## src/rtl/dlatch_pkg.sv

```systemverilog
// Shared definitions for the D-latch consumer logic.
//   state_e               : debounce FSM state encoding
//   DefaultDebounceCycles : default qualification window length
package dlatch_pkg;

  typedef enum logic [1:0] {
    S_LOW    = 2'd0,
    S_WAIT_H = 2'd1,
    S_HIGH   = 2'd2,
    S_WAIT_L = 2'd3
  } state_e;

  localparam int unsigned DefaultDebounceCycles = 4;

endpackage

```

## src/rtl/sync_ff_chain.sv

```systemverilog
// Plain flop-chain synchroniser with synchronous active-high reset to 0.
// Ports:
//   clk   : clock
//   reset : synchronous active-high reset
//   d     : asynchronous input
//   q     : d delayed by STAGES clock edges
module sync_ff_chain #(
  parameter int unsigned STAGES = 2
) (
  input  logic clk,
  input  logic reset,
  input  logic d,
  output logic q
);

  logic [STAGES-1:0] chain_q;
  logic [STAGES-1:0] chain_d;

  always_comb begin
    chain_d = {chain_q[STAGES-2:0], d};
  end

  always_ff @(posedge clk) begin
    if (reset) begin
      chain_q <= '0;
    end else begin
      chain_q <= chain_d;
    end
  end

  assign q = chain_q[STAGES-1];

endmodule

```

## src/rtl/dlatch_sync_debounce.sv

```systemverilog
// Synchronises and debounces the asynchronous D-latch output, producing a clean level,
// one-cycle rise/fall pulses and a wrapping count of accepted transitions.
// Ports:
//   clk      : clock, all state updates on posedge
//   reset    : synchronous active-high reset, highest priority
//   y_in     : asynchronous latch output
//   clr_cnt  : synchronous clear of edge_cnt, wins over a simultaneous increment
//   level    : debounced, synchronised value of y_in
//   rise     : one-cycle pulse on an accepted 0->1
//   fall     : one-cycle pulse on an accepted 1->0
//   busy     : a candidate transition is being qualified
//   edge_cnt : accepted transitions modulo 2^CNT_W
module dlatch_sync_debounce
  import dlatch_pkg::*;
#(
  parameter int unsigned SYNC_STAGES     = 2,
  parameter int unsigned DEBOUNCE_CYCLES = DefaultDebounceCycles,
  parameter int unsigned CNT_W           = 8
) (
  input  logic             clk,
  input  logic             reset,
  input  logic             y_in,
  input  logic             clr_cnt,
  output logic             level,
  output logic             rise,
  output logic             fall,
  output logic             busy,
  output logic [CNT_W-1:0] edge_cnt
);

  localparam int unsigned CntW = $clog2(DEBOUNCE_CYCLES + 1);
  localparam logic [CntW-1:0] CntOne  = CntW'(1);
  // cnt holds how many consecutive cycles ys has already shown the candidate; the cycle
  // that sees it with cnt == D-1 is the D-th one and completes qualification.
  localparam logic [CntW-1:0] CntLast = CntW'(DEBOUNCE_CYCLES - 1);

  logic ys;

  sync_ff_chain #(
    .STAGES(SYNC_STAGES)
  ) u_sync (
    .clk  (clk),
    .reset(reset),
    .d    (y_in),
    .q    (ys)
  );

  state_e            state_q, state_d;
  logic [CntW-1:0]   cnt_q, cnt_d;
  logic              level_q, level_d;
  logic              rise_q, rise_d;
  logic              fall_q, fall_d;
  logic              busy_q, busy_d;
  logic [CNT_W-1:0]  edge_cnt_q, edge_cnt_d;

  always_comb begin
    state_d = state_q;
    cnt_d   = cnt_q;
    level_d = level_q;
    rise_d  = 1'b0;
    fall_d  = 1'b0;
    unique case (state_q)
      S_LOW: begin
        if (ys) begin
          // A one-cycle window is satisfied by the very first sighting.
          if (DEBOUNCE_CYCLES == 1) begin
            state_d = S_HIGH;
            level_d = 1'b1;
            rise_d  = 1'b1;
          end else begin
            state_d = S_WAIT_H;
            cnt_d   = CntOne;
          end
        end
      end
      S_WAIT_H: begin
        if (!ys) begin
          state_d = S_LOW;
          cnt_d   = '0;
        end else if (cnt_q == CntLast) begin
          state_d = S_HIGH;
          cnt_d   = '0;
          level_d = 1'b1;
          rise_d  = 1'b1;
        end else begin
          cnt_d = cnt_q + CntOne;
        end
      end
      S_HIGH: begin
        if (!ys) begin
          if (DEBOUNCE_CYCLES == 1) begin
            state_d = S_LOW;
            level_d = 1'b0;
            fall_d  = 1'b1;
          end else begin
            state_d = S_WAIT_L;
            cnt_d   = CntOne;
          end
        end
      end
      S_WAIT_L: begin
        if (ys) begin
          state_d = S_HIGH;
          cnt_d   = '0;
        end else if (cnt_q == CntLast) begin
          state_d = S_LOW;
          cnt_d   = '0;
          level_d = 1'b0;
          fall_d  = 1'b1;
        end else begin
          cnt_d = cnt_q + CntOne;
        end
      end
    endcase

    busy_d = (state_d == S_WAIT_H) || (state_d == S_WAIT_L);

    // Counted on the same edge the pulse is registered so clr_cnt can override it.
    if (clr_cnt) begin
      edge_cnt_d = '0;
    end else begin
      edge_cnt_d = edge_cnt_q + CNT_W'(rise_d | fall_d);
    end
  end

  always_ff @(posedge clk) begin
    if (reset) begin
      state_q    <= S_LOW;
      cnt_q      <= '0;
      level_q    <= 1'b0;
      rise_q     <= 1'b0;
      fall_q     <= 1'b0;
      busy_q     <= 1'b0;
      edge_cnt_q <= '0;
    end else begin
      state_q    <= state_d;
      cnt_q      <= cnt_d;
      level_q    <= level_d;
      rise_q     <= rise_d;
      fall_q     <= fall_d;
      busy_q     <= busy_d;
      edge_cnt_q <= edge_cnt_d;
    end
  end

  assign level    = level_q;
  assign rise     = rise_q;
  assign fall     = fall_q;
  assign busy     = busy_q;
  assign edge_cnt = edge_cnt_q;

endmodule

```

## config.mk

```make
export PLATFORM = sky130hd
export DESIGN_NAME = dlatch_sync_debounce
export DESIGN_NICKNAME = d
export VERILOG_FILES = /design/src/rtl/dlatch_pkg.sv /design/src/rtl/sync_ff_chain.sv /design/src/rtl/dlatch_sync_debounce.sv
export SDC_FILE = /design/constraint.sdc
export NUM_CORES = 1
export LEC_CHECK = 0
export ABC_AREA = 1
export BUFFER_PORTS_ARGS = -buffer_cell sky130_fd_sc_hd__buf_2
export CORE_UTILIZATION = 45
export CTS_BUF_LIST = sky130_fd_sc_hd__clkbuf_8
export DETAILED_ROUTE_END_ITERATION = 7
export PLACE_DENSITY = 0.72
export SLEW_MARGIN = 15
export SYNTH_ARGS = -nofsm -noshare
export SYNTH_HDL_FRONTEND = slang
export SYNTH_SLANG_ARGS = --single-unit
```

## constraint.sdc

```tcl
create_clock -name clk -period 3.7 [get_ports clk]
set_input_delay 0.74 -clock clk [delete_from_list [all_inputs] [get_ports clk]]
set_output_delay 0.74 -clock clk [all_outputs]
set_load 0.005 [all_outputs]
```

# Word-level counts from Yosys, hierarchy flattened
# Index checks and enable logic that the tools add are counted.
# word_totals
regBits,19
wordCells,52
inputBits,4
out_inout_bits,12
# op_classes
n_eq_ne,12
mux,23
n_addsub,2
reduce_logical,6
bitwise,1
# op_table
cell,n
$mux 3,5
$mux 2,6
$pmux 3 s4,1
$mux 1,9
$add 8x1->8,1
$ne 2x2->1 const B,4
$pmux 2 s4,1
$eq 2x2->1 const B,3
$reduce_and 5->1,1
$eq 2x1->1 const B,2
$ne 2x1->1 const B,2
$add 3x1->3 const B,1
$eq 3x2->1 const B,1
$logic_not 2->1,1
$pmux 1 s2,1
$reduce_and 2->1,1
$reduce_bool 2->1,1
$reduce_or 2->1,1
$logic_or 1x1->1,1
$or 1x1->1,1

# Depth between registers and ports, before layout
# logic_depth
word_depth,6
mapped_depth,12
ltp_nobuf,12

# By module
# Synthesis repeated with hierarchy kept, for this count alone.
# unflattened
hier_cells,99
hier_area_um2,783.3
# modules_own_cells
module,cells_per_inst,n_inst,seq_area_each_um2,area_each_um2
dlatch_sync_debounce,93,1,340.3,728.2
sync_ff_chain,6,1,40.0,55.1

# Least setup slack after synthesis
# OpenSTA, ideal clock, no wires.
# synth_timing
path_kind,reg-to-reg
startpoint,register cnt_q[0]
endpoint,"register edge_cnt_q[6], in the netlist edge_cnt[6]"
n_path_buf,0
path_slack_ns,2.067
period_less_slack_ns,1.633
path_stages_with_launch,13
setup_ns,0.113
arrival_time_ns,1.521
required_time_ns,3.587
cell_sequence,dfxtp_1 -> ha_1 -> inv_1 -> nor2_2 -> nand2_2 -> nor2_1 -> ha_1 -> ha_1 -> nand3_1 -> nor2_1 -> nand2_1 -> nand2_1 -> nor2_1
# synth_via
elab_chain_cells,6
elab_cells_between_ends,8
cone_classes,add/sub: 1; eq/ne: 1; mux: 5; bitwise: 1
# synth_lines
element,line_no,text
"start, declared",dlatch_sync_debounce.sv:49,"logic [CntW-1:0] cnt_q, cnt_d;"
"start signal, assigned",dlatch_sync_debounce.sv:137,cnt_q <= cnt_d;
$eq 3x2->1 *,"dlatch_sync_debounce.sv:80, dlatch_sync_debounce.sv:105",
$mux 1 *,"dlatch_sync_debounce.sv:80, dlatch_sync_debounce.sv:105",
$mux 1 (on tied branches),"dlatch_sync_debounce.sv:77, dlatch_sync_debounce.sv:102",
$mux 1,dlatch_sync_debounce.sv:62,unique case (state_q)
$or 1x1->1 *,dlatch_sync_debounce.sv:122,edge_cnt_d = edge_cnt_q + CNT_W'(rise_d | fall_d);
$add 8x1->8 *,dlatch_sync_debounce.sv:122,
"end signal, assigned",dlatch_sync_debounce.sv:142,edge_cnt_q <= edge_cnt_d;
"end, declared",dlatch_sync_debounce.sv:54,"logic [CNT_W-1:0] edge_cnt_q, edge_cnt_d;"
# Mark *: on every way between the ends. The rest lies on a longest branch, timed or not.
# A chain may end at the register's enable or synchronous reset.

# Final worst setup path
# Same ends and word-level chain as after synthesis.

==> metrics <==
row count=14; CTS buffer count=3; crit path kind=register to register; status=finished with violations; share of cells above drive strength 1=0.2333; most used routing layer=met2; clk_lat worst skew=0.25 ns; first-pass GRT wire length=2.242 mm; Max Cap Viol=0; unique cell type count in the Yosys netlist=18; core area=1577 um^2; crit start category=register; reg2reg end=edge_cnt[6]$_SDFF_PP0_; failing checks=DRC; htree depth=1; dpl cells=132; Combinational Power Share=0.037; drt pass-1 iters=6; Hold EP=u_sync.chain_q[1]$_SDFF_PP0_; Adder-Cell Fraction of Synth Area=0.04777; Crit. End Element=register; worst hold slack=0.4061 ns; Die Area=1917 um^2; largest family of logic cells by synthesized area=simple AND/OR/NAND/NOR gates; setup bufs post-CTS=0; Post-Synth XOR/XNOR Area=0.01115; Die X=43.79 um; Hold WC Path Type=register to register; grt met2 use=0.2627; Reg2Reg Setup Slack=1.83 ns; fin crit share=0.5053; Reg clk slew, reported paths=0.07 ns; P_int=0.0002849 W; Core Util, Final=0.5841; final instance area=920.9 um^2; Synth Register Bits=19; Num Clock Sinks=19; most frequent cells in the layout=19 x nor2_1, 19 x dfxtp_1, 16 x inv_1, 15 x nand2_1, 15 x buf_2; n_diodes=0; Clk Tree Root Cell=clkbuf_8; Slew @ Worst Pin=0.1997 ns; Max Freq=0.5349 GHz; cells after synthesis=102; via count=659; Post-CTS Resized=0; Yosys top cell by area=dfxtp_1; RSZ-0062 raised after global routing=no; Peak VDD IR=0.2733 mV; compound-gate portion of the synthesized area=0.05732; Clk pwr share=0.382; final WL=1.385 mm; vias per cell=4.846; Layout Nets=128; non-filler instance count after layout=136; critical path arrival=2.02 ns; routability cong.=0.8274; sequential-to-total area share from yosys stat=0.4841; hold path depth=2; Worst R2R Path Depth=12; worst r2r src=cnt_q[0]$_SDFFE_PP0P_; initial drt markers=13; pwr/cell area=389.6 nW/um^2; Layout area overhead=17.20%; Yosys warnings=0; Lkg Pwr=0.4184 nW; Crit path required time=3.85 ns; sw frac=0.2060; met1 usage=0.2005; TNS Setup=0 ns; antenna violations before repair=0; Area contributors post-synth=dfxtp_1 48%, nor2_1 9.1%, inv_1 7.2%; area share of the largest cell type after synthesis=0.4841; Fin. Hold Viols=0; Synth Area in Simple Gates=0.3121; placed cell areas=875.8 um^2; Synth Area per Inst=7.703 um^2; crit path max fanout=6; syn nets=109; clock skew=0.001419 ns; largest net degree at the start of global routing=11; Final ANT Viol Nets=0; mux contribution to synthesized area=0; Remaining DRCs=3; worst rel slew slack=0.8667; GR Util All Layers=0.1612; CTS tree=built; crit path time final=1.870 ns; effective utilization at floorplan=0.4984; GR Util met3=0.03750; I/O pins=16; Hold Startpoint=u_sync.chain_q[0]$_SDFF_PP0_; GR Overflow Total=0; clock buffer depth=2; max-slew violations=0; synthesized cell area=785.8 um^2; Net Switching=0.00007389 W; routed len/inst=10.18 um; final setup fails=0; vias in the first global route=567; Die Ht=43.79 um; Seq pwr share=0.581; buffers added on ports=15; # hold bufs at CTS=0; DP Wirelength=1.034 mm; fill count=147
[cell families after synthesis]
family,count (synthesis)
AO/OA/AOI/OAI,9
flip-flops,19
XOR/XNOR,1
buffers and inverters,18
adder cells (fa/ha/maj),3
AND/OR/NAND/NOR,52
[cell usage after synthesis, drive strengths merged]
library cell and n:
nor2 22, dfxtp 19, nand2 19, inv 17
nand3 6, a21oi 5, o21ai 4, ha 3
nor3 3, nand4 2, buf 1, xnor2 1
[power by group through the flow]
stage | Clock (W) | Sequential, W | Combinational (W)
6_report | 0.000137 | 0.000208 | 0.0000132
5_1_grt | 0.000153 | 0.000209 | 0.0000151
4_1_cts | 0.000141 | 0.000208 | 0.0000133
3_5_place_dp | 0 | 0.000213 | 0.0000133
3_3_place_gp | 0 | 0.000213 | 0.0000129
2_1_floorplan | 0 | 0.000213 | 0.00000959
[layout make-up]
class | instances | area [um^2] | area share
Sequential cell | 19 | 380.4 | 0.4130
Multi-Input combinational cell | 65 | 336.6 | 0.3655
Timing Repair Buffer | 15 | 75.07 | 0.08152
Inverter | 17 | 63.81 | 0.06929
Clock buffer | 3 | 41.29 | 0.04484
Tap cell | 16 | 20.02 | 0.02174
Clock inverter | 1 | 3.754 | 0.004076
[critical path, stage by stage, from the launching register on]
cell	delay, ns
dfxtp_1	0.35
ha_1	0.18
inv_1	0.07
nor2_2	0.13
nand2_2	0.11
nor2_1	0.15
ha_1	0.18
ha_1	0.19
nand3_1	0.12
nor2_1	0.14
nand2_1	0.06
nand2_1	0.05
nor2_1	0.03
[worst max path at each step]
stage | slack, ns | end | start
floorplan | 2.07 | edge_cnt[6]$_SDFF_PP0_ | cnt_q[0]$_SDFFE_PP0P_
global placement | 1.96 | edge_cnt[6]$_SDFF_PP0_ | cnt_q[0]$_SDFFE_PP0P_
detailed placement | 1.87 | edge_cnt[6]$_SDFF_PP0_ | cnt_q[0]$_SDFFE_PP0P_
CTS | 1.83 | edge_cnt[6]$_SDFF_PP0_ | cnt_q[0]$_SDFFE_PP0P_
global route | 1.66 | edge_cnt[6]$_SDFF_PP0_ | cnt_q[0]$_SDFFE_PP0P_
finish | 1.83 | edge_cnt[6]$_SDFF_PP0_ | cnt_q[0]$_SDFFE_PP0P_
[metal layers]
layer  routed length [um]  share of wire  up-vias
li1                     -              -      350
met1                  656           0.47      297
met2                  673           0.49       10
met3                   40          0.029        2
met4                   13         0.0094        0
met5                    0              0        -
[stage by stage]
step | power (W) | worst slack (ns)
floorplan | 0.0002223 | 2.067
CTS | 0.0003629 | 1.828
global route | 0.0003767 | 1.660
detailed placement | 0.0002263 | 1.872
finish | 0.0003588 | 1.830
global placement | 0.0002258 | 1.962
[state kept, by name, indices dropped and copies added (netlist names)]
| signal | count |
|---|---|
| level | 1 |
| cnt_q | 3 |
| u_sync.chain_q | 2 |
| busy | 1 |
| rise | 1 |
| state_q | 2 |
| edge_cnt | 8 |
| fall | 1 |
No activity file was read; power rests on OpenSTA's default activity.
